`src/rtl/fifo_word_packer.sv`:
```
// Read-side consumer of the async byte FIFO: pops bytes and packs PACK of them (first byte in the LSBs)
// into one word on a valid/ready output. Optional macro PACKER_FLUSH_EN adds flush/out_cnt for partial words.
module fifo_word_packer #(
    parameter int DATA_WIDTH = 8,
    parameter int PACK       = 4
) (
    input  logic                         clk_read,
    input  logic                         rst,
    input  logic                         fifo_empty,
    input  logic [DATA_WIDTH-1:0]        fifo_data,
    output logic                         dequeue,
    output logic [DATA_WIDTH*PACK-1:0]   out_data,
    output logic                         out_valid,
    input  logic                         out_ready
`ifdef PACKER_FLUSH_EN
    ,
    input  logic                         flush,
    output logic [$clog2(PACK+1)-1:0]    out_cnt
`endif
);

    localparam int CW = $clog2(PACK + 1);
    localparam int WW = DATA_WIDTH * PACK;
    localparam logic [CW-1:0] PACK_C = CW'(PACK);
    localparam logic [CW:0]   PACK_S = (CW + 1)'(PACK);

    logic [CW-1:0]   asm_cnt_reg;
    logic            inflight_reg;
    logic [WW-1:0]   asm_reg;
    logic [WW-1:0]   out_data_reg;
    logic            out_valid_reg;

    logic [CW:0]     pend_sum;
    logic [CW-1:0]   cnt_next;
    logic [WW-1:0]   asm_next;
    logic [PACK-1:0] lane_hit;
    logic            flush_req;
    logic            out_free;
    logic            word_done;
    logic            load_full;
    logic            load_part;
    logic            load_word;

`ifdef PACKER_FLUSH_EN
    assign flush_req = flush;
`else
    assign flush_req = 1'b0;
`endif

    // Bytes already committed to the assembly register, counting the one still on the FIFO read port.
    assign pend_sum = {1'b0, asm_cnt_reg} + {{CW{1'b0}}, inflight_reg};
    assign dequeue  = !rst && !fifo_empty && !flush_req && (pend_sum < PACK_S);

    genvar gi;
    generate
        for (gi = 0; gi < PACK; gi++) begin : g_lane
            assign lane_hit[gi] = inflight_reg && (asm_cnt_reg == CW'(gi));
            assign asm_next[gi*DATA_WIDTH +: DATA_WIDTH] =
                lane_hit[gi] ? fifo_data : asm_reg[gi*DATA_WIDTH +: DATA_WIDTH];
        end
    endgenerate

    assign cnt_next  = asm_cnt_reg + {{(CW-1){1'b0}}, inflight_reg};
    assign out_free  = !out_valid_reg || out_ready;
    assign word_done = (cnt_next == PACK_C);
    assign load_full = word_done && out_free;
    // A partial word only goes out once the read port is quiet, so no byte can land after it.
    assign load_part = flush_req && !inflight_reg && (asm_cnt_reg != '0) && !word_done && out_free;
    assign load_word = load_full || load_part;

    always_ff @(posedge clk_read) begin
        if (rst) begin
            asm_cnt_reg   <= '0;
            inflight_reg  <= 1'b0;
            asm_reg       <= '0;
            out_data_reg  <= '0;
            out_valid_reg <= 1'b0;
        end else begin
            inflight_reg <= dequeue;
            if (load_word) begin
                out_data_reg  <= asm_next;
                out_valid_reg <= 1'b1;
                asm_reg       <= '0;
                asm_cnt_reg   <= '0;
            end else begin
                asm_reg     <= asm_next;
                asm_cnt_reg <= cnt_next;
                if (out_valid_reg && out_ready) begin
                    out_valid_reg <= 1'b0;
                end
            end
        end
    end

    assign out_data  = out_data_reg;
    assign out_valid = out_valid_reg;

`ifdef PACKER_FLUSH_EN
    logic [CW-1:0] out_cnt_reg;

    always_ff @(posedge clk_read) begin
        if (rst) begin
            out_cnt_reg <= '0;
        end else if (load_word) begin
            out_cnt_reg <= cnt_next;
        end
    end

    assign out_cnt = out_cnt_reg;
`endif

endmodule
```
`config.mk`:
```
export PLATFORM = sky130hd
export DESIGN_NAME = fifo_word_packer
export DESIGN_NICKNAME = d
export VERILOG_FILES = /design/src/rtl/fifo_word_packer.sv
export SDC_FILE = /design/constraint.sdc
export NUM_CORES = 1
export LEC_CHECK = 0
export CORE_MARGIN = 2
export CORE_UTILIZATION = 45
export DETAILED_ROUTE_END_ITERATION = 7
export GPL_TIMING_DRIVEN = 0
export PLACE_DENSITY = 0.77
export SYNTH_ARGS = -nofsm -noshare
export SYNTH_HDL_FRONTEND = slang
export SYNTH_SLANG_ARGS = --single-unit
```
`constraint.sdc`:
```
create_clock -name clk_read -period 2.9 [get_ports clk_read]
set_clock_uncertainty 0.2 [all_clocks]
set_input_delay 0.58 -clock clk_read [delete_from_list [all_inputs] [get_ports clk_read]]
set_output_delay 0.58 -clock clk_read [all_outputs]
set_load 0.1 [all_outputs]
```
==> impl_metrics.toml <==
[sta]
setup_viol = 0
setup_slack_ps = 141
timing.fmax_mhz = 362
rsz0062_at_grt = "false"
final_hold_viol_count = 0
slew_headroom_pct = 34.4
finalCritPeriodShare_pct = 95.1
fin_crit_ps = 2760
final_max_slew_viol_count = 0
max_slew.worst_pin.slew_ps = 981
hold_ws_ps = 307

[power]
power_leakage_nw = 1.18
ir_drop_mv = 0.529
p_seq_share_pct = 50.8
switching_power_mw = 0.493
comb_power_share_pct = 7.9
p_per_area_nw_per_um2 = 563
intPower_mw = 1.41
p_sw_share_pct = 25.9
power_mw = 1.90
clkPwrFrac_pct = 41.2

[grt]
grt_pass1_wl_um = 10100
grt_max_degree = 14
grt_use_total_pct = 20.9
grt_overflow = 0
grt_pass1_vias = 2071
antenna_found_initial = 0

[run]
drv_cap = 0

[outcome]
status = "complete, no violations"

[cts]
clkLatencyLatePin_ps = 350
cts_buffers = 9
cts.sinks = 69
cts_tree = "built"
ctsRootBufferMaster = "clkbuf_8"
h-tree-depth = 3
clockBufferDepth = 2
clk_pin_slew_ps = 70

[route]
top_layer_used = "met4"
wl_met2_um = 2810
wl_met3_um = 268
via_per_inst = 5.58
wl_um = 6240
initialDrtViolationCount = 93
met1_length_um = 3050
drcViolationCount = 0
drtPass1Iterations = 4
ant_nets = 0
wl_per_cell_um = 16.6
vias = 2099

[yosys]
synth.avg_cell_area_sq_um = 10.8
synth_warnings = 0
ys_ff_latch = 69
synth_mux_area_share_pct = 12.2
synth_top_family_by_area = "compound AO/OA/AOI/OAI gates"
synth-xor-area-share_pct = 1.05
synthAdderAreaFrac_pct = 0.952
syn_area_sq_um = 2630
syn-num-nets = 257
yosysSeqAreaShare_pct = 52.5
synth_compound_area_share_pct = 18.7
synthSimpleGateAreaFrac_pct = 8.33
synth_cells = 243
synth_cell_type_count = 24

[min_path]
min_path_type = "register to register"
hold_start = "asm_reg[8]"
whs_endpoint = "asm_reg[8]"
hold_depth = 2

[place]
dp_slack_ps = -605
routabilityCongestion = 0.792
dp_hpwl_um = 4160
numPortBuffers = 45

[critical_path]
end_kind = "output port"
startpoint_type = "register"
arrival_ps = 1980
critical_path_class = "register to output port"
crit_required_ps = 2120
path_max_fanout = 5
r2r-start = "asm_cnt_reg[0]"
r2r-end = "out_data[25]"
r2r_slack_ps = 440
r2r_cells = 6

[floorplan]
initial_core_util_pct = 47.2
fp.dieW_um = 80.4
die_h_um = 80.4
io_pins = 46
rows = 27
dieArea_sq_um = 6470
core_area_sq_um = 5570

[finish]
antennaDiodeCount = 0
layout_commonest_cell = "dfxtp_1"
final_cell_mix = "dfxtp_1 (69), clkdlybuf4s50_1 (44), nor2_1 (34), mux2i_1 (32), a31oi_1 (32)"
n_fill_cell = 484
drive_gt1_share_pct = 15.1
syn_to_final_growth_pct = 28.4
finalNetCount = 313
[cells by family after synthesis]
| kind of cell | count (synthesis) |
|---|---|
| AO/OA/AOI/OAI | 68 |
| buffers and inverters | 25 |
| flip-flops | 69 |
| AND/OR/NAND/NOR | 46 |
| XOR/XNOR | 1 |
| multiplexers | 32 |
| adder cells (fa/ha/maj) | 2 |
[power by group through the flow]
stage / Clock, mW / Combinational (mW) / Sequential (mW)
floorplan: 0 / 0.0821 / 1.00
global placement: 0 / 0.146 / 0.989
detailed placement: 0 / 0.148 / 0.989
CTS: 0.790 / 0.149 / 0.967
global route: 0.835 / 0.161 / 0.968
finish: 0.784 / 0.150 / 0.967
[metrics by stage]
step / TNS [ps] / std cells / cell area [sq um] / utilization [%]
after floorplan: 0 / 243 / 2640 / -
after global placement: -599 / 360 / 3180 / 57.1
after detailed placement: -605 / 360 / 3180 / 57.1
after CTS: 0 / 376 / 3380 / 60.6
after global routing: 0 / 376 / 3380 / 60.6
final: 0 / 376 / 3380 / 60.6
[worst max-delay path, stage by stage, from the launching register on]
cell and delay [ps]:
dfxtp_1 350, ha_1 230, ha_1 270, nor2_1 130, a21oi_1 90, nor3_4 120, buf_2 440
[metal layers]
layer	up-vias	GRT usage (%)
met1	1015	29.2
met4	0	8.64
met2	62	30.9
met3	13	4.94
li1	1009	-
met5	-	0
[synth_stat cells, drive strengths merged]
| library cell | instances | area share [%] |
|---|---|---|
| dfxtp | 69 | 53 |
| nor2 | 34 | 4.9 |
| a211oi | 32 | 10 |
| a31oi | 32 | 7.6 |
| mux2i | 32 | 12 |
| buf | 18 | 5.2 |
| clkbuf | 7 | 1.0 |
| nor2b | 3 | 0.71 |
| a21oi | 2 | 0.38 |
| ha | 2 | 0.95 |
| nor3 | 2 | 0.38 |
| a21boi | 1 | 0.29 |
| a31o | 1 | 0.33 |
| and3 | 1 | 0.24 |
| and4bb | 1 | 0.48 |
| nand2 | 1 | 0.14 |
| nand2b | 1 | 0.24 |
| nand4b | 1 | 0.33 |
| nor4b | 1 | 0.57 |
| nor4bb | 1 | 0.38 |
| xor2 | 1 | 1.0 |
[worst max-delay path by stage]
stage,from,to
6_report,asm_cnt_reg[0],dequeue
5_1_grt,asm_cnt_reg[0],dequeue
4_1_cts,asm_cnt_reg[0],dequeue
3_5_place_dp,rst,dequeue
3_3_place_gp,rst,dequeue
2_1_floorplan,asm_cnt_reg[0],dequeue
[what timing repair did]
item,in CTS,in global routing
resized for setup,6,0
buffers inserted,0,0
setup endpoints to repair,1,0
hold buffers,0,0
[layout make-up]
class / instances / area, sq um / share of cell area (%)
buffer: 25 / 165 / 4.89
clock buffer: 9 / 124 / 3.67
clock inverter: 7 / 75.1 / 2.22
multi-input combinational: 149 / 1090 / 32.4
sequential: 69 / 1380 / 40.9
tap: 72 / 90.1 / 2.67
timing repair buffer: 45 / 445 / 13.2
(Power assumes the default switching activity.)
